--- src/rtl/nn_layer_sequencer.sv ---
// nn_layer_sequencer: steps the shared MAC datapath through every layer of one inference.
// Outputs are registered alongside the state; acc_en trails the issue phase by ROM_LAT cycles.
module nn_layer_sequencer #(
    parameter int ADR_LEN    = 9,
    parameter int NUM_LAYERS = 3,
    parameter int IN_ROWS    = 257,
    parameter int HID_ROWS   = 16,
    parameter int ROM_LAT    = 1
) (
    input  logic               clk,
    input  logic               reset,
    input  logic               start,
    input  logic               abort,
    output logic               busy,
    output logic               done,
    output logic [ADR_LEN-1:0] addr,
    output logic               acc_clear,
    output logic               acc_en,
    output logic               wb_we,
    output logic               src1_sel,
    output logic [1:0]         layer
);
    typedef enum logic [2:0] {IDLE, CLEAR, ISSUE, DRAIN, WRITE, DONE} state_t;

    localparam logic [ADR_LEN-1:0] IN_LAST    = ADR_LEN'(IN_ROWS - 1);
    localparam logic [ADR_LEN-1:0] HID_LAST   = ADR_LEN'(HID_ROWS - 1);
    localparam logic [1:0]         LAST_LAYER = 2'(NUM_LAYERS - 1);

    generate
        if (IN_ROWS > (1 << ADR_LEN) || HID_ROWS > (1 << ADR_LEN) || IN_ROWS < 1 || HID_ROWS < 1 ||
            ROM_LAT < 0 || ROM_LAT > 1 || NUM_LAYERS < 1 || NUM_LAYERS > 4) begin : g_bad_params
            $error("nn_layer_sequencer: row counts must fit ADR_LEN, ROM_LAT in 0..1, NUM_LAYERS in 1..4");
        end
    endgenerate

    state_t state;
    logic [ADR_LEN-1:0] last;

    assign last = (layer == 2'd0) ? IN_LAST : HID_LAST;

    always_ff @(posedge clk or posedge reset) begin
        if (reset) begin
            state     <= IDLE;
            busy      <= 1'b0;
            done      <= 1'b0;
            addr      <= '0;
            acc_clear <= 1'b0;
            acc_en    <= 1'b0;
            wb_we     <= 1'b0;
            src1_sel  <= 1'b0;
            layer     <= 2'd0;
        end else if (abort && state != IDLE) begin
            state     <= IDLE;
            busy      <= 1'b0;
            done      <= 1'b0;
            addr      <= '0;
            acc_clear <= 1'b0;
            acc_en    <= 1'b0;
            wb_we     <= 1'b0;
            src1_sel  <= 1'b0;
            layer     <= 2'd0;
        end else begin
            case (state)
                IDLE: if (start && !abort) begin
                    state     <= CLEAR;
                    busy      <= 1'b1;
                    acc_clear <= 1'b1;
                    addr      <= '0;
                    layer     <= 2'd0;
                    src1_sel  <= 1'b0;
                end
                CLEAR: begin
                    state     <= ISSUE;
                    acc_clear <= 1'b0;
                    acc_en    <= (ROM_LAT == 0);
                end
                ISSUE: begin
                    // With a registered ROM the last row's product lands during DRAIN.
                    acc_en <= (addr != last) || (ROM_LAT != 0);
                    if (addr == last) begin
                        state <= (ROM_LAT != 0) ? DRAIN : WRITE;
                        wb_we <= (ROM_LAT == 0);
                    end else begin
                        addr <= addr + ADR_LEN'(1);
                    end
                end
                DRAIN: begin
                    state  <= WRITE;
                    acc_en <= 1'b0;
                    wb_we  <= 1'b1;
                end
                WRITE: begin
                    wb_we <= 1'b0;
                    if (layer == LAST_LAYER) begin
                        state <= DONE;
                        done  <= 1'b1;
                    end else begin
                        state     <= CLEAR;
                        acc_clear <= 1'b1;
                        addr      <= '0;
                        layer     <= layer + 2'd1;
                        src1_sel  <= 1'b1;
                    end
                end
                DONE: begin
                    state <= IDLE;
                    done  <= 1'b0;
                    busy  <= 1'b0;
                end
                default: state <= IDLE;
            endcase
        end
    end
endmodule

--- config.mk ---
export PLATFORM = sky130hd
export DESIGN_NAME = nn_layer_sequencer
export DESIGN_NICKNAME = d
export VERILOG_FILES = /design/src/rtl/nn_layer_sequencer.sv
export SDC_FILE = /design/constraint.sdc
export NUM_CORES = 1
export LEC_CHECK = 0
export ABC_AREA = 1
export BUFFER_PORTS_ARGS = -buffer_cell sky130_fd_sc_hd__buf_2
export CAP_MARGIN = 20
export CORE_ASPECT_RATIO = 1.5
export CORE_MARGIN = 8
export CORE_UTILIZATION = 54
export DETAILED_ROUTE_END_ITERATION = 8
export PLACE_DENSITY = 0.77
export SYNTH_ARGS = -nofsm -noshare
export SYNTH_HDL_FRONTEND = slang
export SYNTH_SLANG_ARGS = --single-unit
export TNS_END_PERCENT = 1
--- constraint.sdc ---
create_clock -name clk -period 1.6 [get_ports clk]
set_input_delay 0.08 -clock clk [delete_from_list [all_inputs] [get_ports clk]]
set_output_delay 0.08 -clock clk [all_outputs]
set_load 0.005 [all_outputs]
After elaboration in Yosys (flattened, before gate mapping)
Index checks and enable logic that the tools add are counted.

Reduce and logical (&&, ||, !) cells: 21. Add/subtract/negate cells: 2. Mux-type cells: 32. Equality and inequality tests: 12.

Operators by type and width (count): $mux W9 (5); $pmux W9 S3 (1); $ne A3 B3 Y1 const B (5); $pmux W3 S5 (1); $reduce_bool A3 Y1 (5); $mux W3 (4); $reduce_bool A4 Y1 (3); $mux W1 (11); $add A9 B1 Y9 const B (1); $eq A9 B9 Y1 (1); $pmux W1 S2 (4); $reduce_and A2 Y1 (4); $eq A3 B2 Y1 const B (2); $eq A3 B3 Y1 const B (2); $mux W2 (3); $pmux W1 S3 (2); $reduce_and A3 Y1 (2); $pmux W2 S2 (1); $reduce_and A4 Y1 (1); $eq A3 B1 Y1 const B (1); $logic_not A3 Y1 (1); $add A2 B1 Y2 const B (1); $eq A2 B2 Y1 const B (1); $logic_and A1 B1 Y1 (2); 3 further kinds (3).

Input port bits: 4. Bits in registers: 20. Output and inout port bits: 17. Logic and storage cells: 76.

Depth between registers and ports, before layout
Gate-level depths: netlist of the first run.

Word-level depth: 6. Gate-level depth with buffers: 10. Mapped depth without buffers: 10.

Worst setup path after synthesis of the first run
No wires, ideal clock.

Path type: register to register. Start: reg layer[0]. End: reg addr[0]. Data required time: 1.483 ns. Setup time: 0.117 ns. Clock period less this slack: 1.300 ns. Path slack: 0.300 ns. Cell stages (with the launch flop): 11. Path buffers: 0. Data arrival time: 1.183 ns. Cells stage by stage: dfrtp_1 > inv_1 > ha_1 > inv_1 > nand3_1 > nand2_1 > nand3_1 > nand2_1 > inv_1 > nand2_1 > nand2_1.

Longest elaborated chain between the ends: 5. Elaborated cells on any way between the ends: 7. Classes of those cells: eq/ne: 4; mux: 1; reduce/logical: 2.

Ends and longest elaborated chain: from (decl) (RTL line 21) `output logic [1:0] layer`; from (signal assigned) (RTL line 101) `layer <= layer + 2'd1;`; $logic_not A2 Y1 (RTL line 39) `assign last = (layer == 2'd0) ? IN_LAST : HID_LAST;`; $mux W9 (RTL line 39); $eq A9 B9 Y1 (RTL line 80) `if (addr == last) begin`; $ne A3 B3 Y1 (no line); $reduce_and A4 Y1 (no line) (*); to (signal assigned) (RTL line 84) `addr <= addr + ADR_LEN'(1);`; to (decl) (RTL line 16) `output logic [ADR_LEN-1:0] addr,`.

Every way passes the cells marked *; elsewhere a longest branch is shown, timed or not. A chain may end at the register's enable or synchronous reset.

Worst setup path after layout of the first run
Start: reg state[1]. End: reg addr[8].

Longest elaborated chain between the ends: 4. Elaborated cells on any way between the ends: 12. Classes of those cells: eq/ne: 5; mux: 2; reduce/logical: 5.

Ends and longest elaborated chain: from (decl) (RTL line 36) `state_t state;`; from (signal assigned) (RTL line 81) `state <= (ROM_LAT != 0) ? DRAIN : WRITE;`; $reduce_bool A3 Y1 (RTL line 52) `end else if (abort && state != IDLE) begin`; $logic_and A1 B1 Y1 (RTL line 52); $ne A3 B3 Y1 (no line) / $reduce_bool A4 Y1 (equally long branches); $reduce_and A4 Y1 (no line).

Parallel ways exist; a longest one is shown, timed or not.

==> out/qor.tcl, run 1 <==
set qor(cap_viol_max_count) 0
set qor(min_period_over_period) 0.918
set qor(rsz0062_at_grt) {no}
set qor(via_count_of_the_first_global_routing_pass) 1081
set qor(synth_cells) 159
set qor(clock_skew_after_layout_ns) 0.0109
set qor(yosysSeqAreaShare) 0.417
set qor(synth_cell_types) 24
set qor(tritoncts) {yes}
set qor(path_class) {reg -> reg}
set qor(die_h_um) 73.8
set qor(grt_pass1_wl_mm) 4.44
set qor(wl_met3_um) 75
set qor(highest-signal-layer) {met4}
set qor(most-common-layout-cells) {sky130_fd_sc_hd__nand2_1, sky130_fd_sc_hd__inv_1, sky130_fd_sc_hd__buf_2, sky130_fd_sc_hd__dfrtp_1, sky130_fd_sc_hd__nand3_1}
set qor(slowest_stage) {sky130_fd_sc_hd__dfrtp_1}
set qor(power.leakage_nw) 0.775
set qor(syn_avg_cell_area_sq_um) 7.55
set qor(cts_made_buffers) 3
set qor(clkSlewWorstSetupHoldPaths_ns) 0.11
set qor(buffer_ports.inserted) 20
set qor(fmaxAchievable_mhz) 681
set qor(critical_path.top_delay_family) {simple AND/OR/NAND/NOR gates}
set qor(clock_insertion_delay_worst_skew_ns) 0.28
set qor(reg_top3) {addr: 9 flops, state: 3 flops, layer: 2 flops}
set qor(grtUsageTotal) 0.141
set qor(fin_crit_ns) 1.47
set qor(postSynthRegisterBits) 20
set qor(remaining_design_rule_violation_count) 0
set qor(grt_max_degree) 21
set qor(timing.critical_path.to_type) {register}
set qor(timing.final.hold_violations) 0
set qor(first_pass_iters) 4
set qor(max_stage_delay_ns) 0.50
set qor(register_bank_with_the_most_flops) {addr}
set qor(post-route-util) 0.634
set qor(met1_wire_length_mm) 1.01
set qor(slew_headroom) 0.791
set qor(dieWidth_um) 54.5
set qor(diodes) 0
set qor(fillers) 198
set qor(root_buffer) {sky130_fd_sc_hd__clkbuf_4}
set qor(timing.setup.tns_ns) 0
set qor(setup-violations-final) 0
set qor(cts.sinks) 20
set qor(dr.first_iter.drc_count) 37
set qor(wl_mm) 2.59
set qor(crit_arrival_ns) 1.69
set qor(post_synth_instance_area_sq_um) 1200
set qor(ir_worst_vdd_mv) 0.797
set qor(core_rows) 21
set qor(wire_per_inst_um) 12.4
set qor(antenna_found_initial) 0
set qor(drive_above_1_share) 0.222
set qor(status) {completed}
set qor(routed_length_on_met2_mm) 1.46
set qor(critical_path.startpoint_type) {register}
set qor(cp_max_fo) 9
set qor(areaGrowthSynthToFinish_pct) 15.1
set qor(critical_path_required_ns) 1.82
set qor(placeableCoreArea_sq_um) 2180
set qor(drt.antenna.violating_nets) 0
set qor(num_vias) 1081
set qor(path_buf_inv) 0
set qor(hold_class) {in -> reg}
set qor(ctsLongestPathBuffers) 2
set qor(dp_hpwl_mm) 2.06
set qor(route.detailed.vias_per_inst) 5.20
set qor(mostFrequentLayoutCell) {sky130_fd_sc_hd__nand2_1}
set qor(timing.final.max_slew_violations) 0
set qor(synth_warnings) 0
set qor(pin_count) 21
set qor(place.detailed.instances) 203
set qor(finish.net_count) 194
set qor(cp_cell_sequence) {nor2_4 -> nand2_2 -> nor2_2 -> nand2_2 -> nand3_2 -> nand2_4 -> nand2_4 -> nand2_1 -> nand2_1}
set qor(grt.overflow.total) 0
set qor(place_worst_setup_slack_ns) 0.115
set qor(initial_core_util) 0.551
set qor(stdcell_count) 208
set qor(cts_htree_levels) 1
set qor(design.die.area_sq_um) 4020
set qor(flip_flop_count_of_the_largest_register_after_layout) 9
set qor(gp_congestion) 0.840
set qor(total_power_mw) 1.68
set qor(synth_fp_nets) 166
set qor(worst-slew-pin-transition_ns) 0.313
set qor(pwr_density_cell_nw_per_um2) 1220
set qor(post-route-worst-setup-slack_ns) 0.131
[power breakdown]
| group | switching [mW] | internal, mW |
|---|---|---|
| Sequential | 0.0994 | 0.603 |
| Clock | 0.136 | 0.0871 |
| Combinational | 0.490 | 0.267 |
[cells in the mapped netlist]
master                     number  share of area
sky130_fd_sc_hd__nand3_1       13          0.054
sky130_fd_sc_hd__nor2_4         1         0.0094
sky130_fd_sc_hd__a21oi_1        3          0.012
sky130_fd_sc_hd__nand2_1       49           0.15
sky130_fd_sc_hd__nand2_2        3          0.016
sky130_fd_sc_hd__nand3_4        1          0.015
sky130_fd_sc_hd__a31oi_1        1         0.0052
sky130_fd_sc_hd__o211ai_1       1         0.0063
sky130_fd_sc_hd__nand2_4        2          0.019
sky130_fd_sc_hd__nand3_2        1         0.0083
sky130_fd_sc_hd__nor2_2         2          0.010
sky130_fd_sc_hd__xor2_1         3          0.022
sky130_fd_sc_hd__nor2_8         1          0.017
sky130_fd_sc_hd__o21ai_1        1         0.0042
sky130_fd_sc_hd__inv_2          1         0.0031
sky130_fd_sc_hd__ha_1           3          0.031
sky130_fd_sc_hd__inv_1         26          0.081
sky130_fd_sc_hd__nand3b_1       1         0.0063
sky130_fd_sc_hd__nand4_4        1          0.018
sky130_fd_sc_hd__nand4_1        1         0.0052
sky130_fd_sc_hd__dfrtp_1       20           0.42
sky130_fd_sc_hd__nor2_1        12          0.037
sky130_fd_sc_hd__nor3_1         3          0.012
sky130_fd_sc_hd__o21ai_0        9          0.037
[cell type report]
type	instances	area, sq um	area share
sequential	20	503	0.364
tap	23	28.8	0.0208
clock buffer	3	22.5	0.0163
timing repair buffer	23	125	0.0905
inverter	27	101	0.0733
multi-input combinational	112	602	0.435
[path summary, 6_finish.rpt]
check	startpoint	end	slack [ns]	cells after the start
setup / recovery	state[1]	addr[8]	0.13	9
hold / removal	start	busy	0.13	3
setup reg to reg	state[1]	addr[8]	0.13	9
hold reg to reg	wb_we	wb_we	0.48	2
max in group asynchronous	reset	addr[0]	1.03	4
min in group asynchronous	reset	addr[3]	0.34	4
[routing by layer]
metal,global-route usage,vias up
met4,0.0467,0
met5,0,-
met3,0.0182,4
met1,0.147,514
li1,-,550
met2,0.269,13
[through the flow]
| step | hold slack [ns] | area [sq um] |
|---|---|---|
| 2_1_floorplan | 0.0438 | 1200 |
| 3_3_place_gp | 0.112 | 1340 |
| 3_5_place_dp | 0.117 | 1340 |
| 4_1_cts | 0.128 | 1370 |
| 5_1_grt | 0.147 | 1380 |
| 6_report | 0.130 | 1380 |
[logic make-up after synthesis]
logic type	Yosys count	share of synthesized area
buffers and inverters	27	0.0844
XOR/XNOR	3	0.0219
AND/OR/NAND/NOR	91	0.380
AO/OA/AOI/OAI	15	0.0656
adder cells (fa/ha/maj)	3	0.0313
flip-flops	20	0.417
[timing repair]
| item | 4_1_cts | 5_1_grt |
|---|---|---|
| hold buffers | 1 | 0 |
| buffers inserted | 0 | 1 |
| setup endpoints to repair | 0 | 5 |
| gates resized for setup | 0 | 3 |
| hold endpoints to repair | 20 | 0 |
[tightest hold or removal path, cell delays in order]
cell and delay (ns):
sky130_fd_sc_hd__buf_2 0.10, sky130_fd_sc_hd__a31oi_1 0.15, sky130_fd_sc_hd__nor3_1 0.06
Note: power is estimated with default switching activity, not from simulation.
==> run 2, diff against run 1 <==
--- a/config.mk
+++ b/config.mk
@@ -8,7 +8,6 @@
 export ABC_AREA = 1
 export BUFFER_PORTS_ARGS = -buffer_cell sky130_fd_sc_hd__buf_2
 export CAP_MARGIN = 20
-export CORE_ASPECT_RATIO = 1.5
 export CORE_MARGIN = 8
 export CORE_UTILIZATION = 54
 export DETAILED_ROUTE_END_ITERATION = 8
==> run 2 against run 1 <==
  * Combinational power decreased by 2%
  * Sequential cell count unchanged
  * Fmax increased by 1.6%
  * Register-to-register slack improved by 0.02 ns
  * Clock-buffer cell count increased by 1
  * Setup slack improved by 0.024 ns
  * Sequential share of layout area decreased by 0.39 points
  * Clock skew decreased by 0.0056 ns
  * First-iteration DRC count decreased by 19%
  * Non-clock buffer count decreased by 1
==> out/qor.tcl, run 2 (synthesis results as in run 1) <==
set qor(setup-violations-final) 0 ;# unchanged
set qor(fin_crit_ns) 1.44 ;# was 1.47 ns
set qor(rsz0062_at_grt) {no} ;# unchanged
set qor(worstReg2RegStart) {layer[0]} ;# was state[1]
set qor(grt.overflow.total) 0 ;# unchanged
set qor(critical_path.startpoint_type) {register} ;# unchanged
set qor(dr.first_iter.drc_count) 30 ;# was 37
set qor(worst-r2r-setup-slack_ns) 0.16 ;# was 0.13 ns
set qor(placeableCoreArea_sq_um) 2150 ;# was 2180 sq um
set qor(antenna_found_initial) 0 ;# unchanged
set qor(final_cell_area_sq_um) 1400 ;# was 1380 sq um
set qor(num_vias) 1069 ;# was 1081
set qor(mostFrequentLayoutCell) {sky130_fd_sc_hd__nand2_1} ;# unchanged
set qor(pin_count) 21 ;# unchanged
set qor(power.leakage_nw) 0.777 ;# was 0.775 nW
set qor(placedInstanceArea_sq_um) 1340 ;# about the same
set qor(critical_path_required_ns) 1.81 ;# was 1.82 ns
set qor(reg_top3) {addr: 9 flops, state: 3 flops, layer: 2 flops} ;# unchanged
set qor(slew_headroom) 0.826 ;# was 0.791
set qor(cp_cell_sequence) {inv_1 -> ha_1 -> inv_1 -> nand3_1 -> nand2_1 -> nand3_1 -> nand2_2 -> inv_1 -> nand2_1 -> nand2_1} ;# was nor2_4 -> nand2_2 -> nor2_2 -> nand2_2 -> nand3_2 -> nand2_4 -> nand2_4 -> nand2_1 -> nand2_1
set qor(route.detailed.vias_per_inst) 5.02 ;# was 5.20
set qor(grt_max_degree) 21 ;# unchanged
set qor(place.detailed.instances) 208 ;# was 203
set qor(min_period_over_period) 0.903 ;# was 0.918
set qor(timing.setup.tns_ns) 0 ;# unchanged
set qor(cp_max_fo) 4 ;# was 9
set qor(dp_hpwl_mm) 2.01 ;# was 2.06 mm
set qor(wl_mm) 2.57 ;# was 2.59 mm
set qor(timing.hold.worst.start) {start} ;# unchanged
set qor(design.die.area_sq_um) 3990 ;# was 4020 sq um
set qor(fmaxAchievable_mhz) 692 ;# was 681 MHz
set qor(timing.final.max_slew_violations) 0 ;# unchanged
set qor(status) {completed} ;# unchanged
set qor(ir_worst_vdd_mv) 0.999 ;# was 0.797 mV
set qor(cts_made_buffers) 3 ;# unchanged
set qor(clock_insertion_delay_worst_skew_ns) 0.30 ;# was 0.28 ns
set qor(flip_flop_count_of_the_largest_register_after_layout) 9 ;# unchanged
set qor(slowest_stage) {sky130_fd_sc_hd__dfrtp_1} ;# unchanged
set qor(ctsLongestPathBuffers) 2 ;# unchanged
set qor(max_stage_delay_ns) 0.40 ;# was 0.50 ns
set qor(timing.critical_path.to_type) {register} ;# unchanged
set qor(cts.sinks) 20 ;# unchanged
set qor(critPathLaunch) {layer[0]} ;# was state[1]
set qor(remaining_design_rule_violation_count) 0 ;# unchanged
set qor(initial_core_util) 0.559 ;# was 0.551
set qor(first_pass_iters) 4 ;# unchanged
set qor(crit_arrival_ns) 1.65 ;# was 1.69 ns
set qor(grtUsageTotal) 0.134 ;# was 0.141
set qor(cap_viol_max_count) 0 ;# unchanged
set qor(drt.antenna.violating_nets) 0 ;# unchanged
set qor(die_h_um) 63.2 ;# was 73.8 um
set qor(stdcell_count) 213 ;# was 208
set qor(dieWidth_um) 63.2 ;# was 54.5 um
set qor(cts_post_setup_buffers_inserted) 0 ;# unchanged
set qor(gp_congestion) 0.850 ;# was 0.840
set qor(wire_per_inst_um) 12.0 ;# was 12.4 um
set qor(cts_htree_levels) 1 ;# unchanged
set qor(post-route-util) 0.651 ;# was 0.634
set qor(via_count_of_the_first_global_routing_pass) 1025 ;# was 1081
set qor(register_bank_with_the_most_flops) {addr} ;# unchanged
set qor(timing.final.hold_violations) 0 ;# unchanged
set qor(areaGrowthSynthToFinish_pct) 16.4 ;# was 15.1%
set qor(total_power_mw) 1.74 ;# was 1.68 mW
set qor(path_class) {reg -> reg} ;# unchanged
set qor(tritoncts) {yes} ;# unchanged
set qor(most-common-layout-cells) {sky130_fd_sc_hd__nand2_1, sky130_fd_sc_hd__inv_1, sky130_fd_sc_hd__buf_2, sky130_fd_sc_hd__dfrtp_1, sky130_fd_sc_hd__nand3_1} ;# unchanged
set qor(buffer_ports.inserted) 20 ;# unchanged
set qor(diodes) 0 ;# unchanged
set qor(clkSlewWorstSetupHoldPaths_ns) 0.12 ;# was 0.11 ns
set qor(core_rows) 17 ;# was 21
set qor(clock_skew_after_layout_ns) 0.00523 ;# was 0.0109 ns
set qor(hold_class) {in -> reg} ;# unchanged
set qor(pwr_density_cell_nw_per_um2) 1240 ;# was 1220 nW/um^2
set qor(worst-slew-pin-transition_ns) 0.262 ;# was 0.313 ns
set qor(finish.net_count) 193 ;# was 194
set qor(root_buffer) {sky130_fd_sc_hd__clkbuf_4} ;# unchanged
set qor(drive_above_1_share) 0.227 ;# was 0.222
set qor(grt_pass1_wl_mm) 4.40 ;# was 4.44 mm
run 2: cell count changes in the layout (fill, tap and decap cells not counted), sizes merged:
cell	delta
clkbuf	+1
buf	-1
run 2: area by class of cell:
cell class | instances | area (sq um)
Fill cell | 185 | 751
Multi-Input combinational cell | 112 | 604
Sequential cell | 20 | 503
Timing Repair Buffer | 22 | 118
Inverter | 27 | 101
Clock buffer | 4 | 36.3
Tap cell | 28 | 35.0
run 2: worst max-delay path, delay by kind of cell, from the launching register on:
| family | cells | cell delay (ns) |
|---|---|---|
| adder cells (fa/ha/maj) | 1 | 0.22 |
| AND/OR/NAND/NOR | 6 | 0.52 |
| flip-flops | 1 | 0.40 |
| buffers and inverters | 3 | 0.20 |
run 2: repair_timing:
item,CTS,global route
gates resized for setup,0,4
endpoints found under the hold margin,20,0
hold buffers,1,0
endpoints found under the setup margin,0,4
run 2: layer usage:
layer	vias to the layer above	GRT usage	part of all wire
li1	547	-	-
met1	503	0.146	0.44
met2	14	0.238	0.51
met3	5	0.0318	0.028
met4	0	0.0627	0.016
met5	-	0	0
run 2: through the flow:
stage          worst slack, ns  hold slack, ns
2_1_floorplan            0.300          0.0438
3_3_place_gp             0.169           0.113
3_5_place_dp             0.146           0.119
4_1_cts                  0.121           0.104
5_1_grt                0.00735           0.154
6_report                 0.155           0.103
run 2: final timing paths:
kind,to,cells past startpoint
hold / removal,busy,3
min in group asynchronous,addr[3],4
setup reg to reg,addr[8],10
hold reg to reg,done,2
max in group asynchronous,state[1],4
setup / recovery,addr[8],10
run 2: where the power goes:
group | internal [mW] | leakage [nW] | switching [mW] | total, mW
clock | 0.139 | 0.0210 | 0.158 | 0.297
combinational | 0.265 | 0.487 | 0.478 | 0.743
sequential | 0.603 | 0.269 | 0.0963 | 0.699
total | 1.01 | 0.777 | 0.733 | 1.74
